==> config.mk <==
export PLATFORM = sky130hd
export DESIGN_NAME = lfsr_seq_ctrl
export DESIGN_NICKNAME = d
export VERILOG_FILES = /design/src/rtl/lfsr_seq_ctrl.sv
export SDC_FILE = /design/constraint.sdc
export NUM_CORES = 1
export LEC_CHECK = 0
export ABC_AREA = 1
export CAP_MARGIN = 20
export CORE_ASPECT_RATIO = 0.6
export CORE_MARGIN = 5
export CORE_UTILIZATION = 35
export CTS_BUF_LIST = sky130_fd_sc_hd__clkbuf_16
export CTS_CLUSTER_DIAMETER = 60
export CTS_CLUSTER_SIZE = 40
export DETAILED_ROUTE_END_ITERATION = 8
export MAX_ROUTING_LAYER = met4
export SETUP_SLACK_MARGIN = 0.1
export SLEW_MARGIN = 20
export SYNTH_ARGS = -nofsm -noshare
export SYNTH_HDL_FRONTEND = slang
export SYNTH_SLANG_ARGS = --single-unit
export TNS_END_PERCENT = 100
==> constraint.sdc <==
create_clock -name clk -period 3.6 [get_ports clk]
set_input_delay 0.72 -clock clk [delete_from_list [all_inputs] [get_ports clk]]
set_output_delay 0.72 -clock clk [all_outputs]
set_load 0.01 [all_outputs]
==> src/rtl/lfsr_seq_ctrl.sv <==
`timescale 1ns/1ps
`default_nettype none
// ============================================================================
// Module      : lfsr_seq_ctrl
// Description : Sequencer for a Fibonacci LFSR. Loads a seed through the
//               LFSR's rst/seed pins, runs one full period, measures it,
//               flags lockup/timeout and buffers LFSR values into a
//               one-entry valid/ready register with drop counting.
// Revision    : 1.0 - initial release
// ============================================================================
module lfsr_seq_ctrl #(
  parameter int                WIDTH        = 5,
  parameter logic [WIDTH-1:0]  DEFAULT_SEED = {{(WIDTH-1){1'b0}}, 1'b1},
  parameter int                MAX_PERIOD   = 31,
  parameter int                CNT_W        = 8
) (
  input  logic             clk,
  input  logic             rst,
  input  logic             start,
  input  logic             stop,
  input  logic [WIDTH-1:0] seed_in,
  output logic             lfsr_rst,
  output logic [WIDTH-1:0] lfsr_seed,
  input  logic [WIDTH-1:0] lfsr_data,
  output logic             rnd_valid,
  input  logic             rnd_ready,
  output logic [WIDTH-1:0] rnd_data,
  output logic             busy,
  output logic [CNT_W-1:0] period,
  output logic             period_valid,
  output logic             zero_seed,
  output logic             err,
  output logic [CNT_W-1:0] drop_cnt
);

  localparam logic [CNT_W-1:0] MAX_CNT  = CNT_W'(MAX_PERIOD);
  localparam logic [CNT_W-1:0] DROP_SAT = {CNT_W{1'b1}};

  typedef enum logic [1:0] {
    IDLE = 2'd0,
    LOAD = 2'd1,
    RUN  = 2'd2
  } state_t;

  state_t           state;
  logic [CNT_W-1:0] cnt;

  // lfsr_seed doubles as the captured seed; it only changes on an accepted start.
  logic start_ok;
  logic run_stop;
  logic run_lock;
  logic run_match;
  logic run_tout;
  logic run_load;
  logic accept;

  // Decode the RUN-cycle outcome in priority order: stop, lockup, match, timeout, load.
  always_comb begin
    start_ok  = 1'b0;
    run_stop  = 1'b0;
    run_lock  = 1'b0;
    run_match = 1'b0;
    run_tout  = 1'b0;
    run_load  = 1'b0;
    accept    = rnd_valid & rnd_ready;
    if (state == IDLE) begin
      start_ok = start;
    end
    if (state == RUN) begin
      if (stop) begin
        run_stop = 1'b1;
      end else if (lfsr_data == '0) begin
        run_lock = 1'b1;
      end else if ((cnt != '0) && (lfsr_data == lfsr_seed)) begin
        run_match = 1'b1;
      end else if (cnt == MAX_CNT) begin
        run_tout = 1'b1;
      end else begin
        run_load = 1'b1;
      end
    end
  end

  // Sequencer FSM with registered control and status outputs.
  always_ff @(posedge clk) begin
    if (rst) begin
      state        <= IDLE;
      cnt          <= '0;
      lfsr_rst     <= 1'b0;
      lfsr_seed    <= DEFAULT_SEED;
      busy         <= 1'b0;
      period       <= '0;
      period_valid <= 1'b0;
      zero_seed    <= 1'b0;
      err          <= 1'b0;
    end else begin
      case (state)
        IDLE: begin
          if (start_ok) begin
            lfsr_seed    <= (seed_in == '0) ? DEFAULT_SEED : seed_in;
            zero_seed    <= (seed_in == '0);
            period_valid <= 1'b0;
            err          <= 1'b0;
            cnt          <= '0;
            lfsr_rst     <= 1'b1;
            busy         <= 1'b1;
            state        <= LOAD;
          end
        end
        LOAD: begin
          // The LFSR captures lfsr_seed on the edge that ends this cycle.
          lfsr_rst <= 1'b0;
          state    <= RUN;
        end
        RUN: begin
          cnt <= cnt + 1'b1;
          if (run_stop) begin
            busy  <= 1'b0;
            state <= IDLE;
          end else if (run_lock || run_tout) begin
            err   <= 1'b1;
            busy  <= 1'b0;
            state <= IDLE;
          end else if (run_match) begin
            period       <= cnt;
            period_valid <= 1'b1;
            busy         <= 1'b0;
            state        <= IDLE;
          end
        end
        default: begin
          lfsr_rst <= 1'b0;
          busy     <= 1'b0;
          state    <= IDLE;
        end
      endcase
    end
  end

  // One-entry output buffer: load on plain RUN cycles, count drops when full.
  always_ff @(posedge clk) begin
    if (rst) begin
      rnd_valid <= 1'b0;
      rnd_data  <= '0;
      drop_cnt  <= '0;
    end else begin
      if (start_ok) begin
        drop_cnt <= '0;
      end
      if (run_load) begin
        if (!rnd_valid || accept) begin
          rnd_data  <= lfsr_data;
          rnd_valid <= 1'b1;
        end else if (drop_cnt != DROP_SAT) begin
          drop_cnt <= drop_cnt + 1'b1;
        end
      end else if (accept) begin
        rnd_valid <= 1'b0;
      end
    end
  end

endmodule
`default_nettype wire
==> PnR_summary.wiki, run 1 <==
{| class="wikitable"
! Metric !! Value
|-
| Run status || complete, no violations
|-
| Worst Hold Depth || 2
|-
| Launch point of the worst hold path || rnd_data[1]$_SDFFE_PP0P_
|-
| Half-perimeter wire length after placement || 4650 um
|-
| GP Congestion || 0.8974
|-
| RSZ-0062 raised after global routing || false
|-
| R2R depth || 8
|-
| Max-slew violation total from the final report || 0
|-
| Final Hold Fails || 0
|-
| Launch point of the worst reg-to-reg path || cnt[0]$_SDFFE_PP0P_
|-
| Resized Gates After CTS || 0
|-
| TritonCTS buffer count || 5
|-
| Share of post-route cells with drive strength above 1 || 6.775%
|-
| Die extent in x || 111.9 um
|-
| Number of port buffers || 46
|-
| Number of iterations in the first detailed-routing pass || 5
|-
| Number of enable-type register cells in the synthesized netlist || 0
|-
| Antenna violations before repair || 0
|-
| Static leakage || about 0.0011 uW
|-
| Area inside the core boundary || 6083 um2
|-
| Floorplan row count || 22
|-
| Deepest level of the CTS H-tree || 2
|-
| Largest vdd supply drop || 0.0002144 V
|-
| DIE HEIGHT || 71.16 um
|-
| Data required time at the worst endpoint || 3.77 ns
|-
| Period Utilization, post-route || 62.37%
|-
| Endpoint, Worst Hold || rnd_data[1]$_SDFFE_PP0P_
|-
| Number of buffers inserted by hold repair at cts || 0
|-
| Remaining global-route overflow || 0
|-
| Syn Nets || 340
|-
| Routed length per instance || 13.29 um
|-
| Vias in the first global route || 1925
|-
| Cell count after synthesis || 322
|-
| Headroom to the max-slew limit || 60.74%
|-
| Source-to-sink clock delay at the later pin of the worst-skew pair || approximately 0.28 ns
|-
| Reg-to-reg critical path endpoint || period[1]$_SDFFE_PP0P_
|-
| Global-route wire length before repair || ~9800 um
|-
| Largest net degree at the start of global routing || 22
|-
| Antenna Violating Nets Remaining || 0
|-
| Startpoint types || input pin
|-
| Total Wirelength || 6021 um
|-
| Max Root-Sink Buffers || 2
|-
| Worst clock skew || 0.005922 ns
|-
| DRC viols || 0
|-
| Crit Path Category || in -> reg
|-
| Syn Area/Cell || 6.777 um2
|-
| Clk root buf || sky130_fd_sc_hd__clkbuf_16
|-
| Maximum clock rate || about 0.45 GHz
|-
| Worst EP arrival || 2.42 ns
|-
| Effective utilization at floorplan || between 30 and 40%
|-
| Via density per instance || between 4 and 5
|-
| Die footprint || 7965 um2
|-
| Sequential cell area fraction in the yosys report || 38.53%
|-
| Leading post-synthesis cells by cell area || sky130_fd_sc_hd__dfxtp_1, sky130_fd_sc_hd__nand2_1, sky130_fd_sc_hd__nor2_1
|-
| FFs w/ async S/R, synth || 0%
|-
| Portion of synthesized cell area occupied by the leading cell type || between 30% and 40%
|-
| Layout Nets || 386
|-
| Number of max-capacitance violations reported || 0
|-
| Sinks on the clock net || 42
|-
| Post-CTS setup repair buffer count || 0
|-
| Type of the tightest min-delay check || reg -> reg
|-
| Register-to-register setup slack || 1.79 ns
|-
| Top flip-flop cell by instance count after synthesis || sky130_fd_sc_hd__dfxtp_1
|-
| Distinct cell type count of the synthesized netlist || 32
|-
| Total power divided by cell area || 364.3 nW/um2
|-
| Num ports || 47
|-
| Critical path capture point type || flop
|-
| Overall Power || ~1000 uW
|-
| Number of vias after detailed routing || 2175
|-
| Top cell type by total area after synthesis || sky130_fd_sc_hd__dfxtp_1
|-
| Number of antenna diodes || 0
|-
| Area added between synthesis and finish || 30.62%
|-
| TNS Setup || 0 ns
|-
| Initial DRC count || 179
|-
| Measured slew at the worst slew-check pin || around 0.6 ns
|-
| Setup-failing EPs final || 0
|-
| Post-Synthesis Cell Area || roughly 2200 um2
|-
| Overall routing resource usage || about 16%
|-
| Min Tclk post-route || 2.245 ns
|-
| Number of synthesis warnings || 0
|-
| Max FO, Critical Path || 8
|-
| Clk slew on worst S/H paths || ~0.060 ns
|-
| Flop and latch count out of synthesis || 42
|-
| Clock tree from TritonCTS || built
|}
-- metal layers --
metal  routed length (um)  share of wire [%]  track usage (%)
met1                 3321                 55            24.59
met2                 2231                 37            19.72
met3                  353                5.9            3.162
met4                  114                1.9            5.733
met5                    0                  0                -
-- sequential cells by signal, indices dropped and copies added (netlist names) --
register / cells
period: 8
drop_cnt: 8
rnd_data: 5
lfsr_seed: 5
rnd_valid: 1
period_valid: 1
lfsr_rst: 1
zero_seed: 1
err: 1
cnt: 8
state: 2
busy: 1
-- power by group --
part | total (uW) | switching, uW | internal [uW]
combinational | 113 | 62.7 | 50.2
clock | 437 | 183 | 254
sequential | 489 | 12.3 | 476
-- how the worst max path moves through the flow --
stage / slack (ns) / endpoint / start / cells after the start
global route: 1.18 / rnd_data[3]$_SDFFE_PP0P_ / rnd_ready / 6
finish: 1.35 / period[1]$_SDFFE_PP0P_ / lfsr_data[4] / 9
global placement: 1.10 / period[1]$_SDFFE_PP0P_ / lfsr_data[3] / 7
CTS: 1.37 / rnd_data[2]$_SDFFE_PP0P_ / rnd_ready / 6
floorplan: 1.90 / period[0]$_SDFFE_PP0P_ / lfsr_data[4] / 8
detailed placement: 1.09 / rnd_data[2]$_SDFFE_PP0P_ / rnd_ready / 6
-- cell usage in the layout, fill, tap and decap left out --
cell type and instances:
sky130_fd_sc_hd__nand2_2 2, sky130_fd_sc_hd__xor2_1 5, sky130_fd_sc_hd__nand4_1 5, sky130_fd_sc_hd__nor2_2 3, sky130_fd_sc_hd__ha_1 3, sky130_fd_sc_hd__o211ai_1 1, sky130_fd_sc_hd__buf_4 1, sky130_fd_sc_hd__nand2_1 72
sky130_fd_sc_hd__dfxtp_1 42, sky130_fd_sc_hd__a221oi_1 2, sky130_fd_sc_hd__nor4_1 1, sky130_fd_sc_hd__o21bai_1 1, sky130_fd_sc_hd__nand4_2 1, sky130_fd_sc_hd__nand3_2 2, sky130_fd_sc_hd__or2_2 1, sky130_fd_sc_hd__a211oi_1 1
sky130_fd_sc_hd__clkinv_4 1, sky130_fd_sc_hd__nor2_4 3, sky130_fd_sc_hd__xnor2_1 4, sky130_fd_sc_hd__o21ai_0 23, sky130_fd_sc_hd__inv_1 37, sky130_fd_sc_hd__nor3_1 3, sky130_fd_sc_hd__clkbuf_16 5, sky130_fd_sc_hd__inv_2 2
sky130_fd_sc_hd__nand2_4 2, sky130_fd_sc_hd__a21oi_1 25, sky130_fd_sc_hd__clkdlybuf4s50_1 46, sky130_fd_sc_hd__o22ai_1 1, sky130_fd_sc_hd__clkinv_2 1, sky130_fd_sc_hd__nor2_1 54, sky130_fd_sc_hd__nand3_1 18, sky130_fd_sc_hd__inv_4 1
-- cell type report --
| type | count | area (um2) |
|---|---|---|
| timing repair buffer | 47 | 467.9 |
| clock inverter | 3 | 17.52 |
| multi-input combinational | 233 | 1145 |
| clock buffer | 5 | 125.1 |
| fill | 599 | 3233 |
| inverter | 39 | 148.9 |
| sequential | 42 | 840.8 |
| tap | 84 | 105.1 |
-- cells in the mapped netlist, types with 3 or more instances --
cell                      count
sky130_fd_sc_hd__nand2_1     72
sky130_fd_sc_hd__nor2_1      54
sky130_fd_sc_hd__dfxtp_1     42
sky130_fd_sc_hd__inv_1       36
sky130_fd_sc_hd__a21oi_1     25
sky130_fd_sc_hd__o21ai_0     23
sky130_fd_sc_hd__nand3_1     18
sky130_fd_sc_hd__nand4_1      5
sky130_fd_sc_hd__xor2_1       5
sky130_fd_sc_hd__xnor2_1      4
sky130_fd_sc_hd__ha_1         3
sky130_fd_sc_hd__nor2_2       3
sky130_fd_sc_hd__nor2_4       3
sky130_fd_sc_hd__nor3_1       3
-- critical path, cell delays in order --
cell and delay, ns:
sky130_fd_sc_hd__clkdlybuf4s50_1 0.48, sky130_fd_sc_hd__inv_1 0.12, sky130_fd_sc_hd__nand2_1 0.05, sky130_fd_sc_hd__nand2_1 0.07, sky130_fd_sc_hd__nand2_1 0.06, sky130_fd_sc_hd__nor2_1 0.21
sky130_fd_sc_hd__nand4_1 0.31, sky130_fd_sc_hd__o21ai_0 0.33, sky130_fd_sc_hd__nor2_1 0.07
-- through the flow --
step | hold slack, ns | setup WS [ns] | std cells | utilization (%) | area, um2
finish | 0.4652 | 1.355 | 453 | 46.85 | 2850
detailed placement | 0.4579 | 1.090 | 445 | 44.51 | 2708
global placement | 0.4567 | 1.096 | 445 | 44.51 | 2708
floorplan | 0.4678 | 1.904 | 322 | - | 2182
global route | 0.4848 | 1.180 | 453 | 46.85 | 2850
CTS | 0.4684 | 1.372 | 453 | 46.85 | 2850
-- cell families (layout without fill, tap and decap cells) --
logic type	after synthesis	count (layout)	synth area share, %
flip-flops	42	42	38.53
AND/OR/NAND/NOR	167	167	34.00
buffers and inverters	47	94	9.002
AO/OA/AOI/OAI	54	54	13.13
adder cells (fa/ha/maj)	3	3	1.720
XOR/XNOR	9	9	3.612
Power figures use the tool's default switching activity.
==> inputs of run 2 (changes only) <==
==> constraint.sdc (replaced) <==
create_clock -name clk -period 2 [get_ports clk]
set_input_delay 0.4 -clock clk [delete_from_list [all_inputs] [get_ports clk]]
set_output_delay 0.4 -clock clk [all_outputs]
set_load 0.01 [all_outputs]
==> run 2 against run 1 <==
Cell area rose by 4.9%. Highest routed layer unchanged. Power up 83%. First-iteration DRC count is 34% lower. Non-clock buffer count increased by 18. Wire length increased by 2.2%. Hold slack gained 0.0013 ns. Combinational power increased by 110%. Register-to-register slack got worse by 1.5 ns. Final cell count rose by 4.0%. Critical path type is now reg -> out.
==> PnR_summary.wiki, run 2 (synthesis gave the netlist of run 1 again) <==
{| class="wikitable"
! Metric !! Value
|-
| Largest regs || cnt: 8 flops, drop_cnt: 8 flops, period: 8 flops
|-
| Proportion of power drawn by the clock network || 41.5% (-0.6 points)
|-
| Vias in the first global route || 2093 (+8.7%)
|-
| Max stage delay cell, worst path || sky130_fd_sc_hd__clkdlybuf4s50_1
|-
| Run status || complete, no violations
|-
| GP Congestion || 0.8854 (-1.3%)
|-
| Number of antenna diodes || 0 (unchanged)
|-
| Worst EP arrival || 1.34 ns (-1.08 ns)
|-
| Source-to-sink clock delay at the later pin of the worst-skew pair || 0.28 ns (about the same)
|-
| Slowest stage delay, CP || 0.59 ns (+0.11 ns)
|-
| Number of port buffers || 46 (unchanged)
|-
| Area inside the core boundary || 6083 um2 (unchanged)
|-
| Deepest level of the CTS H-tree || 2 (unchanged)
|-
| Fin Hold WS || 0.4665 ns (+0.001297 ns)
|-
| Area added between synthesis and finish || 37.04%
|-
| Floorplan row count || 22 (unchanged)
|-
| TNS Setup || 0 ns (unchanged)
|-
| Max Root-Sink Buffers || 2 (unchanged)
|-
| Setup-failing EPs final || 0 (unchanged)
|-
| Sinks on the clock net || 42 (unchanged)
|-
| Number of buffers inserted by hold repair at cts || 0 (unchanged)
|-
| Delay-heaviest family, CP || buffers and inverters
|-
| Layout Nets || 404 (+4.7%)
|-
| Static leakage || 0.001202 uW (+7.9%)
|-
| Headroom to the max-slew limit || 76.36% (+16 points)
|-
| Seq pwr share || 46.2% (-0.9 points)
|-
| Initial DRC count || 119 (-34%)
|-
| DRC viols || 0 (unchanged)
|-
| Measured slew at the worst slew-check pin || 0.3541 ns (-0.2325 ns)
|-
| Effective utilization at floorplan || 35.87% (unchanged)
|-
| Crit path cell chain || clkdlybuf4s50_1
|-
| Num ports || 47 (unchanged)
|-
| Overall routing resource usage || 16.17% (+0.25 points)
|-
| Min Tclk post-route || about 1.7 ns
|-
| Commonest non-fill, non-tap cells in the layout || sky130_fd_sc_hd__nand2_1, sky130_fd_sc_hd__nor2_1, sky130_fd_sc_hd__clkdlybuf4s50_1, sky130_fd_sc_hd__dfxtp_1, sky130_fd_sc_hd__inv_1
|-
| Half-perimeter wire length after placement || 4894 um (+5.2%)
|-
| Max FO, Critical Path || 3 (-5)
|-
| DIE HEIGHT || 71.16 um (unchanged)
|-
| Maximum clock rate || 0.5748 GHz
|-
| Largest vdd supply drop || 0.0004128 V (+93%)
|-
| Share of post-route cells with drive strength above 1 || 11.37% (+4.6 points)
|-
| Clk slew on worst S/H paths || 0.07 ns (about the same)
|-
| Total Wirelength || 6152 um (+2.2%)
|-
| Die extent in x || 111.9 um (unchanged)
|-
| Global-route wire length before repair || 10090 um (+2.7%)
|-
| Largest net degree at the start of global routing || 15 (-32%)
|-
| Clock tree from TritonCTS || built
|-
| Number of max-capacitance violations reported || 0 (unchanged)
|-
| Worst clock skew || 0.01183 ns (+0.005904 ns)
|-
| Worst slack at placement || -0.04244 ns (-1.132 ns)
|-
| Number of vias after detailed routing || 2256 (+3.7%)
|-
| Crit path buffers/inverters || 1 (-1)
|-
| Crit Path Category || reg -> out
|-
| Critical path capture point type || primary output
|-
| Period Utilization, post-route || 86.99%
|-
| Data required time at the worst endpoint || 1.60 ns (-2.17 ns)
|-
| NetSw || 474.8 uW (+84%)
|-
| Cell internal power dissipation || 1429 uW (+83%)
|-
| Remaining global-route overflow || 0 (unchanged)
|-
| Antenna Violating Nets Remaining || 0 (unchanged)
|-
| Type of the tightest min-delay check || reg -> reg
|-
| Total power divided by cell area || 636.5 nW/um2 (+75%)
|-
| Via density per instance || 4.790 (-0.24%)
|-
| Fraction of power spent switching nets || 24.94% (+0.14 points)
|-
| Routed length per instance || 13.06 um (-1.7%)
|-
| Most common cell after layout, fill and taps aside || sky130_fd_sc_hd__nand2_1
|-
| Number of iterations in the first detailed-routing pass || 4 (-1)
|-
| Clk root buf || sky130_fd_sc_hd__clkbuf_16
|-
| Startpoint types || flop
|-
| Antenna violations before repair || 0 (unchanged)
|-
| Max-slew violation total from the final report || 0 (unchanged)
|-
| TritonCTS buffer count || 5 (unchanged)
|-
| Part of the power in combinational logic || 12.2% (+1.3 points)
|-
| Die footprint || 7965 um2 (unchanged)
|-
| Setup slack after layout || 0.2601 ns (-1.094 ns)
|-
| RSZ-0062 raised after global routing || false
|-
| Final Hold Fails || 0 (unchanged)
|}
run 2: per-stage QoR:
step / instances / cell area [um2] / power [uW] / util (%)
after floorplan: 322 / 2182 / 1001 / -
after global placement: 463 / 2843 / 1130 / 46.73
after detailed placement: 463 / 2843 / 1130 / 46.73
after CTS: 471 / 2985 / 1911 / 49.07
after global routing: 471 / 2990 / 1987 / 49.16
final: 471 / 2990 / 1903 / 49.16
run 2: power groups by stage:
stage               combinational (uW)  sequential, uW  clock [uW]
floorplan                          103             898           0
finish                             232             880         791
global route                       256             882         849
CTS                                233             879         799
global placement                   232             898           0
detailed placement                 232             898           0
run 2: layer usage:
layer,vias to the layer above,GRT usage (%),routed length (um)
li1,1158,-,-
met1,1020,24.38,3261
met2,74,21.71,2393
met3,4,3.419,448
met4,0,3.600,48
met5,-,-,0
run 2: final cells by class:
class,count,area [um2]
sequential,42,840.8
clock buffer,5,125.1
inverter,39,148.9
fill,627,3093
timing repair buffer,65,603.1
clock inverter,3,17.52
multi-input combinational,233,1150
tap,84,105.1
run 2: path summary, 6_finish.rpt:
path / start / endpoint / slack (ns) / cells after the start
min: rnd_data[2]$_SDFFE_PP0P_ / rnd_data[2]$_SDFFE_PP0P_ / 0.47 / 2
max reg2reg: drop_cnt[0]$_SDFF_PP0_ / drop_cnt[3]$_SDFF_PP0_ / 0.27 / 11
min reg2reg: rnd_data[2]$_SDFFE_PP0P_ / rnd_data[2]$_SDFFE_PP0P_ / 0.47 / 2
max: lfsr_seed[2]$_SDFFE_PP0P_ / lfsr_seed[2] / 0.26 / 1
run 2: repair_timing:
item	CTS	global route
endpoints found under the setup margin	0	1
resized for setup	0	1
setup buffers	0	0
